### src/rtl/tictactoe_pkg.sv
// Shared types and helpers for the tic-tac-toe board scan receiver.
// Cell i = 3*row+col lives at bits [2i+1:2i] of an 18-bit board image.
package tictactoe_pkg;

   typedef enum logic [1:0] {EMPTY = 2'b00, X = 2'b01, O = 2'b10, BAD = 2'b11} cell_t;
   typedef enum logic {HUNT = 1'b0, LOCK = 1'b1} rx_state_t;

   localparam int NUM_CELLS = 9;
   localparam int BOARD_W   = 18;

   // Eight winning lines, three 4-bit cell indices each.
   localparam logic [95:0] WIN_LINES = {
      4'd0, 4'd1, 4'd2,   4'd3, 4'd4, 4'd5,   4'd6, 4'd7, 4'd8,
      4'd0, 4'd3, 4'd6,   4'd1, 4'd4, 4'd7,   4'd2, 4'd5, 4'd8,
      4'd0, 4'd4, 4'd8,   4'd2, 4'd4, 4'd6};

   function automatic logic [3:0] cell_idx(input logic [1:0] row, input logic [1:0] col);
      return ({2'b00, row} << 1) + {2'b00, row} + {2'b00, col};
   endfunction

   function automatic logic [1:0] idx_row(input logic [3:0] idx);
      return (idx >= 4'd6) ? 2'd2 : (idx >= 4'd3) ? 2'd1 : 2'd0;
   endfunction

   function automatic logic [1:0] idx_col(input logic [3:0] idx);
      logic [3:0] rem;
      rem = idx - cell_idx(idx_row(idx), 2'd0);
      return rem[1:0];
   endfunction

   function automatic logic [1:0] win_of(input logic [BOARD_W-1:0] b);
      logic [1:0] w, ca, cb, cc;
      logic [3:0] ia, ib, ic;
      w = 2'b00;
      for (int l = 0; l < 8; l++) begin
         ia = WIN_LINES[12*l+8 +: 4];
         ib = WIN_LINES[12*l+4 +: 4];
         ic = WIN_LINES[12*l   +: 4];
         ca = b[{ia, 1'b0} +: 2];
         cb = b[{ib, 1'b0} +: 2];
         cc = b[{ic, 1'b0} +: 2];
         if (ca != 2'b00 && ca == cb && cb == cc) w = w | ca;
      end
      return w;
   endfunction

endpackage

### src/rtl/board_scan_receiver_if.sv
// Scan bus from the chip plus the receiver's frame/event outputs.
interface board_scan_receiver_if;
   logic [1:0]  scan_xoro;
   logic [1:0]  scan_row;
   logic [1:0]  scan_col;
   logic [17:0] board;
   logic        frame_valid;
   logic        synced;
   logic        sync_err;
   logic        move_valid;
   logic [1:0]  move_row;
   logic [1:0]  move_col;
   logic [1:0]  move_xoro;
   logic        cell_err;
   logic [1:0]  win;

   modport master (
      output scan_xoro, scan_row, scan_col,
      input  board, frame_valid, synced, sync_err, move_valid,
             move_row, move_col, move_xoro, cell_err, win
   );

   modport slave (
      input  scan_xoro, scan_row, scan_col,
      output board, frame_valid, synced, sync_err, move_valid,
             move_row, move_col, move_xoro, cell_err, win
   );
endinterface

### src/rtl/board_frame_diff.sv
// Combinational compare of previous vs new committed board: classifies the
// change as restart, single legal move, or illegal edit.
module board_frame_diff
   import tictactoe_pkg::*;
(
   input  logic [BOARD_W-1:0] prev_i,
   input  logic [BOARD_W-1:0] new_i,
   output logic               restart_o,
   output logic               move_found_o,
   output logic [3:0]         move_idx_o,
   output cell_t              move_cell_o,
   output logic               illegal_o
);

   logic [3:0] adds;
   logic       bad;
   logic [1:0] p, n;

   always_comb begin
      restart_o   = (new_i == '0) && (prev_i != '0);
      adds        = 4'd0;
      bad         = 1'b0;
      move_idx_o  = 4'd0;
      move_cell_o = EMPTY;
      p           = 2'b00;
      n           = 2'b00;
      for (int i = 0; i < NUM_CELLS; i++) begin
         p = prev_i[2*i +: 2];
         n = new_i[2*i +: 2];
         if (p == 2'b00 && n != 2'b00) begin
            adds        = adds + 4'd1;
            move_idx_o  = 4'(i);
            move_cell_o = cell_t'(n);
         end else if (p != 2'b00 && p != n) begin
            bad = 1'b1;
         end
      end
      illegal_o    = !restart_o && (bad || adds >= 4'd2);
      move_found_o = !restart_o && !bad && adds == 4'd1;
   end

endmodule

### src/rtl/board_scan_receiver.sv
// Locks onto the 9-cell scan sweep, commits the board 1 cycle after cell 8 and
// flags moves/errors; BOARD_SCAN_WIN_DETECT_EN adds registered win detection.
module board_scan_receiver
   import tictactoe_pkg::*;
#(
   parameter int SYNC_FRAMES = 2
) (
   input logic                  clk,
   input logic                  reset,
   board_scan_receiver_if.slave bus
);

   rx_state_t          state_q, state_d;
   logic [3:0]         exp_q, exp_d;
   logic [BOARD_W-1:0] shadow_q, shadow_d;
   logic [BOARD_W-1:0] board_q, board_d;
   logic [3:0]         cnt_q, cnt_d;
   logic               fv_q, fv_d, synced_q, synced_d, serr_q, serr_d;
   logic               mv_q, mv_d, cerr_q, cerr_d, prev_valid_q, prev_valid_d;
   logic [1:0]         mrow_q, mrow_d, mcol_q, mcol_d, mxoro_q, mxoro_d;

   logic [3:0]         samp_idx;
   logic               legal, commit, err;
   logic [BOARD_W-1:0] new_img;

   logic       df_restart, df_move, df_illegal;
   logic [3:0] df_idx;
   cell_t      df_cell;

   assign samp_idx = cell_idx(bus.scan_row, bus.scan_col);
   assign legal    = (bus.scan_row != 2'd3) && (bus.scan_col != 2'd3) && (bus.scan_xoro != 2'd3);

   always_ff @(posedge clk) begin
      if (reset) begin
         state_q      <= HUNT;
         exp_q        <= 4'd0;
         shadow_q     <= '0;
         board_q      <= '0;
         cnt_q        <= 4'd0;
         fv_q         <= 1'b0;
         synced_q     <= 1'b0;
         serr_q       <= 1'b0;
         mv_q         <= 1'b0;
         cerr_q       <= 1'b0;
         prev_valid_q <= 1'b0;
         mrow_q       <= 2'd0;
         mcol_q       <= 2'd0;
         mxoro_q      <= 2'd0;
      end else begin
         state_q      <= state_d;
         exp_q        <= exp_d;
         shadow_q     <= shadow_d;
         board_q      <= board_d;
         cnt_q        <= cnt_d;
         fv_q         <= fv_d;
         synced_q     <= synced_d;
         serr_q       <= serr_d;
         mv_q         <= mv_d;
         cerr_q       <= cerr_d;
         prev_valid_q <= prev_valid_d;
         mrow_q       <= mrow_d;
         mcol_q       <= mcol_d;
         mxoro_q      <= mxoro_d;
      end
   end

   always_comb begin
      state_d  = state_q;
      exp_d    = exp_q;
      shadow_d = shadow_q;
      commit   = 1'b0;
      err      = 1'b0;
      new_img  = shadow_q;
      for (int i = 0; i < NUM_CELLS; i++)
         if (samp_idx == 4'(i)) new_img[2*i +: 2] = bus.scan_xoro;
      case (state_q)
         HUNT: begin
            if (legal && samp_idx == 4'd0) begin
               shadow_d = {16'd0, bus.scan_xoro};
               exp_d    = 4'd1;
               state_d  = LOCK;
            end
         end
         LOCK: begin
            if (legal && samp_idx == exp_q) begin
               shadow_d = new_img;
               if (exp_q == 4'd8) begin
                  commit = 1'b1;
                  exp_d  = 4'd0;
               end else begin
                  exp_d  = exp_q + 4'd1;
               end
            end else begin
               err = 1'b1;
               // An out-of-place cell 0 is taken as the start of a fresh sweep.
               if (legal && samp_idx == 4'd0) begin
                  shadow_d = {16'd0, bus.scan_xoro};
                  exp_d    = 4'd1;
               end else begin
                  shadow_d = '0;
                  exp_d    = 4'd0;
                  state_d  = HUNT;
               end
            end
         end
         default: state_d = HUNT;
      endcase
   end

   board_frame_diff u_diff (
      .prev_i       (board_q),
      .new_i        (new_img),
      .restart_o    (df_restart),
      .move_found_o (df_move),
      .move_idx_o   (df_idx),
      .move_cell_o  (df_cell),
      .illegal_o    (df_illegal)
   );

   always_comb begin
      board_d      = commit ? new_img : board_q;
      fv_d         = commit;
      serr_d       = err;
      mv_d         = commit && prev_valid_q && df_move;
      cerr_d       = commit && prev_valid_q && df_illegal;
      prev_valid_d = err ? 1'b0 : (commit ? 1'b1 : prev_valid_q);
      cnt_d        = cnt_q;
      if (err)
         cnt_d = 4'd0;
      else if (commit && cnt_q != 4'(SYNC_FRAMES))
         cnt_d = cnt_q + 4'd1;
      synced_d     = (cnt_d == 4'(SYNC_FRAMES));
      mrow_d       = mv_d ? idx_row(df_idx) : mrow_q;
      mcol_d       = mv_d ? idx_col(df_idx) : mcol_q;
      mxoro_d      = mv_d ? df_cell : mxoro_q;
   end

`ifdef BOARD_SCAN_WIN_DETECT_EN
   logic [1:0] win_q;
   always_ff @(posedge clk) begin
      if (reset)       win_q <= 2'b00;
      else if (commit) win_q <= win_of(new_img);
   end
   assign bus.win = win_q;
`else
   assign bus.win = 2'b00;
`endif

   assign bus.board       = board_q;
   assign bus.frame_valid = fv_q;
   assign bus.synced      = synced_q;
   assign bus.sync_err    = serr_q;
   assign bus.move_valid  = mv_q;
   assign bus.move_row    = mrow_q;
   assign bus.move_col    = mcol_q;
   assign bus.move_xoro   = mxoro_q;
   assign bus.cell_err    = cerr_q;

endmodule

### src/flat_wrapper.sv
// flat-port wrapper written by rule: the top's interface ports become plain ports
module board_scan_receiver_flat import tictactoe_pkg::*;
#(
   parameter int SYNC_FRAMES = 2
)
  (clk, reset, bus_scan_xoro, bus_scan_row, bus_scan_col, bus_board, bus_frame_valid, bus_synced, bus_sync_err, bus_move_valid, bus_move_row, bus_move_col, bus_move_xoro, bus_cell_err, bus_win);
  board_scan_receiver_if bus_i ();
  input logic clk;
  input logic reset;
  input wire logic [$bits(bus_i.scan_xoro)-1:0] bus_scan_xoro;
  input wire logic [$bits(bus_i.scan_row)-1:0] bus_scan_row;
  input wire logic [$bits(bus_i.scan_col)-1:0] bus_scan_col;
  output wire logic [$bits(bus_i.board)-1:0] bus_board;
  output wire logic [$bits(bus_i.frame_valid)-1:0] bus_frame_valid;
  output wire logic [$bits(bus_i.synced)-1:0] bus_synced;
  output wire logic [$bits(bus_i.sync_err)-1:0] bus_sync_err;
  output wire logic [$bits(bus_i.move_valid)-1:0] bus_move_valid;
  output wire logic [$bits(bus_i.move_row)-1:0] bus_move_row;
  output wire logic [$bits(bus_i.move_col)-1:0] bus_move_col;
  output wire logic [$bits(bus_i.move_xoro)-1:0] bus_move_xoro;
  output wire logic [$bits(bus_i.cell_err)-1:0] bus_cell_err;
  output wire logic [$bits(bus_i.win)-1:0] bus_win;
  assign bus_i.scan_xoro = bus_scan_xoro;
  assign bus_i.scan_row = bus_scan_row;
  assign bus_i.scan_col = bus_scan_col;
  assign bus_board = bus_i.board;
  assign bus_frame_valid = bus_i.frame_valid;
  assign bus_synced = bus_i.synced;
  assign bus_sync_err = bus_i.sync_err;
  assign bus_move_valid = bus_i.move_valid;
  assign bus_move_row = bus_i.move_row;
  assign bus_move_col = bus_i.move_col;
  assign bus_move_xoro = bus_i.move_xoro;
  assign bus_cell_err = bus_i.cell_err;
  assign bus_win = bus_i.win;
  board_scan_receiver #(.SYNC_FRAMES(SYNC_FRAMES)) u_core (.clk(clk), .reset(reset), .bus(bus_i));
endmodule
### config.mk
export PLATFORM = sky130hd
export DESIGN_NAME = board_scan_receiver_flat
export DESIGN_NICKNAME = d
export VERILOG_FILES = /design/src/rtl/tictactoe_pkg.sv /design/src/rtl/board_scan_receiver_if.sv /design/src/rtl/board_frame_diff.sv /design/src/rtl/board_scan_receiver.sv /design/src/flat_wrapper.sv
export SDC_FILE = /design/constraint.sdc
export NUM_CORES = 1
export LEC_CHECK = 0
export ABC_AREA = 1
export BUFFER_PORTS_ARGS = -buffer_cell sky130_fd_sc_hd__buf_2
export CAP_MARGIN = 20
export CORE_MARGIN = 4
export CORE_UTILIZATION = 58
export CTS_CLUSTER_DIAMETER = 60
export DETAILED_ROUTE_END_ITERATION = 12
export PLACE_DENSITY = 0.78
export SYNTH_ARGS = -nofsm -noshare
export SYNTH_HDL_FRONTEND = slang
export SYNTH_SLANG_ARGS = --single-unit
### constraint.sdc
create_clock -name clk -period 20.6 [get_ports clk]
set_input_delay 1.03 -clock clk [delete_from_list [all_inputs] [get_ports clk]]
set_output_delay 1.03 -clock clk [all_outputs]
set_load 0.01 [all_outputs]
**Yosys cells after proc, flatten, opt, wreduce, memory -nomap -nowiden**

Cells that the tools add are included.

- Bitwise logic cells: 1
- Order comparisons: 3
- Divide/modulo/power cells: 0
- Reductions and logical operators: 64
- Multiply operators: 0
- Shift operators: 0
- Equality and inequality tests: 26
- $add $sub $neg: 14
- Mux-type cells: 74

Operators with widths:

| operator | count |
|---|---|
| $mux 4 | 20 |
| $add 4x1->4 const B | 10 |
| $mux 2 | 20 |
| $mux 18 | 2 |
| $pmux 18 s2 | 1 |
| $reduce_bool 2->1 | 18 |
| $logic_and 1x1->1 | 30 |
| $mux 1 | 29 |
| $logic_not 18->1 | 1 |
| $logic_not 2->1 | 9 |
| $ne 2x2->1 | 9 |
| $reduce_bool 18->1 | 1 |
| $eq 4x3->1 const B | 4 |
| $eq 4x2->1 const B | 3 |
| $eq 4x1->1 const B | 2 |
| $eq 4x4->1 const B | 2 |
| $ge 4x2->1 const B | 2 |
| $pmux 4 s2 | 1 |
| $ne 2x2->1 const B | 3 |
| $add 3x2->4 | 1 |
| $add 4x2->4 | 1 |
| $eq 4x4->1 | 1 |
| $ge 4x3->1 const B | 1 |
| $logic_not 4->1 | 1 |
| other kinds (9) | 10 |

- Register bits after elaboration: 57
- Memories: 0
- Output and inout bits: 31
- Bits of input ports: 8
- Bits in writable memories: 0
- Memory bits (read-only): 0
- Bits in latches: 0
- Logic and storage cells: 196

**Longest topological paths before layout**

- Depth after elaboration: 28
- Depth in mapped cells: 37
- Depth with buffers taken out: 37

**Modules after synthesis**

A second synthesis with hierarchy kept.

- Cell total of the unflattened synthesis: 685
- Area total of the unflattened synthesis: 4349.2 um2

Modules (own cells, without submodules):

| module | sequential area each (um2) | area an instance (um2) | cells each | instances |
|---|---|---|---|---|
| board_scan_receiver | 1141.1 | 2817.7 | 389 | 1 |
| board_frame_diff | 0.0 | 1531.5 | 296 | 1 |

**Least setup slack after synthesis**

Ideal clock, no wire load.

- Kind: input -> register
- Start: input bus_scan_col[1]
- End: register u_core.mrow_q[0], in the netlist u_core.bus.move_row[0]
- Required time: 20487 ps
- Setup slack: 13330 ps
- Buffers on the path: 0
- Cell stages on the path: 35
- Arrival time: 7157 ps
- Library setup time: 113 ps
- Cells stage by stage: fa_1 > ha_1 > fa_1 > nor2_4 > nand2_1 > nand2_1 > nand2_2 > nand2_1 > nand2_1 > ha_1 > inv_1 > nand3_1 > nand2_1 > ha_1 > nand2_1 > nand2_1 > ha_1 > or2_2 > and2_1 > ha_1 > nand2_1 > nand2_1 > ha_1 > or2_2 > and2_1 > ha_1 > nand2_1 > nand2_1 > ha_1 > o21ai_0 > nand3_1 > nor2_2 > nand3_2 > nor2_1 > nor2_1

- Cells in the longest elaborated chain, start to end: 27
- Elaborated cells between the ends (all ways): 118
- Classes of those cells: 9 x add/sub; 2 x order compare; 20 x eq/ne; 48 x mux; 39 x reduce/logical

Ends and longest elaborated chain:

| what | line | text |
|---|---|---|
| from (decl) | flat_wrapper.sv:12 | `input wire logic [$bits(bus_i.scan_col)-1:0] bus_scan_col;` |
| branches (longest 27 deep; another with $add 4x2->4) | n/a |  |
| to (signal assigned) | board_scan_receiver.sv:61 | `mrow_q <= mrow_d;` |
| to (decl) | board_scan_receiver.sv:20 | `logic [1:0] mrow_q, mrow_d, mcol_q, mcol_d, mxoro_q, mxoro_d;` |

Parallel ways; which one is timed is not known.
A chain may end at the register's enable or synchronous reset.

**Worst setup path in the final report**

Same ends and word-level chain as after synthesis.

==> summary.md <==
| Metric | Value |
|---|---|
| CTS resizes | `0` |
| Initial antenna violation count | `0` |
| Reg2reg setup slack | `15.05 ns` |
| GPL Wtd Cong | `0.926` |
| Post-synth top flop | `dfxtp_1` |
| Synth Register Bits | `57` |
| Post-synth top area share | `0.283` |
| Fmax | `131 MHz` |
| FILL cells | `618` |
| CP Capture Type | `flip-flop` |
| CTS tree | `done` |
| CTS Buf Count | `9` |
| Die W | `91.4 um` |
| Root Buffer | `clkbuf_8` |
| Yosys warning count | `0` |
| Async SR Flop Fraction | `0` |
| Core area | `6790 um2` |
| Crit path launch type | `input port` |
| Type of the most critical hold path | `reg -> reg` |
| Worst VDD drop | `0.0000548 V` |
| Grt total ovfl | `0` |
| Dpl cell area | `4290 um2` |
| Finished Cell Area | `4500 um2` |
| Sink Count | `57` |
| Post-Route WL | `10,600 um` |
| Seq/Total Area, Yosys | `0.283` |
| Post-synthesis area per instance | `6.36 um2` |
| I/O Pins | `39` |
| # rows | `30` |
| Via count | `4,317` |
| Detailed Place HPWL | `8030 um` |
| Final setup TNS | `0 ns` |
| Skew final | `0.00988 ns` |
| ANT nets after route | `0` |
| Relative slew slack | `0.314` |
| Post-CTS setup buffers | `0` |
| Die height | `91.4 um` |
| Area grow syn2layout | `11.4%` |
| Worst skew pair latency | `0.34 ns` |
| Clk pin slew, worst setup/hold paths | `0.07 ns` |
| Setup CP Type | `in -> reg` |
| Final Hold Fails | `0` |
| EDFF count, synth | `0` |
| PwrDens | `78.3 nW/um2` |
| Worst-Margin Slew | `1.03 ns` |
| Final period utilization | `0.371` |
| First-pass GRT wire length | `17,800 um` |
| # setup viols final | `0` |
| Unrepaired setup endpoints after global routing | `no` |
| Top cell by count, worst path | `nand2_1` |
| CTS Buffer Depth | `2` |
| Starting Density | `0.594` |
| Largest net degree at the start of global routing | `29` |
| WL/cell | `13.7 um` |
| # nets final | `695` |
| Iter 0 DRT Violations | `279` |
| Leak | `0.00228 uW` |
| H-tree Lvls | `3` |
| TritonRoute pass-1 iters | `5` |
| CP max FO | `10` |
| Gr usage total | `0.259` |
| Required @ worst endpoint | `20.88 ns` |
| Synth area leaders | `dfxtp_1 (28%), nand2_1 (14%), nand3_1 (7.8%), inv_1 (7.3%), nor2_1 (5.9%)` |
| Critical path data arrival time | `7.93 ns` |
| Number of max-cap violations | `0` |
| Distinct cell type count of the synthesized netlist | `46` |
| Syn Std Cell Area | `4040 um2` |
| Share of layout cells above drive strength 1 | `0.160` |
| Min cycle time layout | `7.65 ns` |
| Final Max Tran Viols | `0` |
| Crit-path max cell delay | `0.53 ns` |
| DRC violations left | `0` |
| Buffers added on ports | `36` |
| Leading area contributor after synthesis | `dfxtp_1` |
| CP max-delay cell | `fa_1` |
| ANT cells | `0` |
| Die ar. | `8360 um2` |
| Synthesized instance count | `635` |
| Status | `finished, final reports clean` |
| Vias/cell | `5.59` |
| Vias in the first global route | `3,957` |
| Post-CTS Hold Fix Bufs | `0` |
==> cell type report <==
cell class | count | area, um2 | area share
multi-input cells | 477 | 2510 | 0.558
flip-flops and latches | 57 | 1140 | 0.254
inverters | 90 | 342 | 0.0760
repair buffers | 36 | 180 | 0.0401
clock buffers | 12 | 155 | 0.0345
well taps | 96 | 120 | 0.0267
clock inverters | 4 | 51.3 | 0.0114
==> cells in the mapped netlist (8+ instances only) <==
master,n
nand2_1,148
inv_1,78
nand3_1,63
nor2_1,63
dfxtp_1,57
o21ai_0,45
a21oi_1,33
nand2_2,23
ha_1,14
nand4_1,12
inv_2,9
clkbuf_1,8
==> per-stage QoR <==
| step | hold WS [ns] | power [uW] | utilization | instances | setup WS [ns] |
|---|---|---|---|---|---|
| floorplan | 0.440 | 219 | - | 636 | 13.33 |
| global placement | 0.452 | 239 | 0.631 | 756 | 12.91 |
| detailed placement | 0.458 | 243 | 0.631 | 756 | 12.64 |
| CTS | 0.470 | 352 | 0.662 | 772 | 12.98 |
| global route | 0.489 | 378 | 0.662 | 772 | 12.36 |
| finish | 0.468 | 352 | 0.662 | 772 | 12.95 |
==> state kept, by name (all words and copies together) (netlist names) <==
| name | count |
|---|---|
| u_core.state_q | 1 |
| u_core.exp_q | 4 |
| u_core.bus.cell_err | 1 |
| u_core.prev_valid_q | 1 |
| u_core.shadow_q | 18 |
| u_core.bus.board | 18 |
| u_core.bus.move_valid | 1 |
| u_core.bus.move_col | 2 |
| u_core.bus.frame_valid | 1 |
| u_core.bus.synced | 1 |
| u_core.bus.sync_err | 1 |
| u_core.bus.move_row | 2 |
| u_core.cnt_q | 4 |
| u_core.bus.move_xoro | 2 |
==> report_power, final <==
group / internal [uW] / switching (uW)
sequential: 111 / 0.275
combinational: 42.6 / 89.6
clock: 62.5 / 46.2
==> layout by cell type (no fill, tap or decap), types with 2 or more instances in the layout <==
master	instances
nand2_1	148
inv_1	78
nand3_1	63
nor2_1	62
dfxtp_1	57
o21ai_0	45
buf_2	36
a21oi_1	33
nand2_2	23
ha_1	14
nand4_1	12
clkbuf_8	11
inv_2	9
nor2_2	7
xor2_1	6
nor3_1	6
o21ai_1	5
nand3_2	5
nor4_1	5
nor2_4	4
o21a_1	4
and2_1	3
a221oi_1	3
a31oi_1	3
nand2_4	2
or2_2	2
a211oi_1	2
a2bb2oi_1	2
a22oi_1	2
clkinv_2	2
o311ai_0	2
xnor2_1	2
fa_1	2
conb_1	2
==> worst max-delay path, delay by kind of cell <==
kind	cells	cell delay, ns
compound gates	1	0.22
fa+ha+maj	10	3.20
buf+inv	2	0.23
simple gates	24	3.27
==> final timing paths <==
path / depth (start not counted) / from / endpoint
worst max-delay path: 37 / bus_scan_col[1] / u_core.bus.move_row[0]
worst max register to register: 29 / u_core.bus.board[0] / u_core.bus.move_row[0]
worst min register to register: 2 / u_core.shadow_q[5] / u_core.shadow_q[5]
worst min-delay path: 2 / u_core.shadow_q[5] / u_core.shadow_q[5]
==> kinds of logic after synthesis <==
kind of cell | Yosys count | share of synthesized area
simple gates | 344 | 0.396
flops | 57 | 0.283
buf+inv | 102 | 0.0979
fa+ha+maj | 16 | 0.0533
other cells | 1 | 0.000929
xor+xnor | 9 | 0.0214
compound gates | 106 | 0.148
==> metal layers <==
metal / up-vias / part of all wire / track usage
li1: 2142 / - / -
met1: 1995 / 0.45 / 0.336
met2: 158 / 0.47 / 0.427
met3: 22 / 0.072 / 0.0539
met4: 0 / 0.016 / 0.0854
met5: - / 0 / 0
Note: power is estimated with default switching activity, not from simulation.
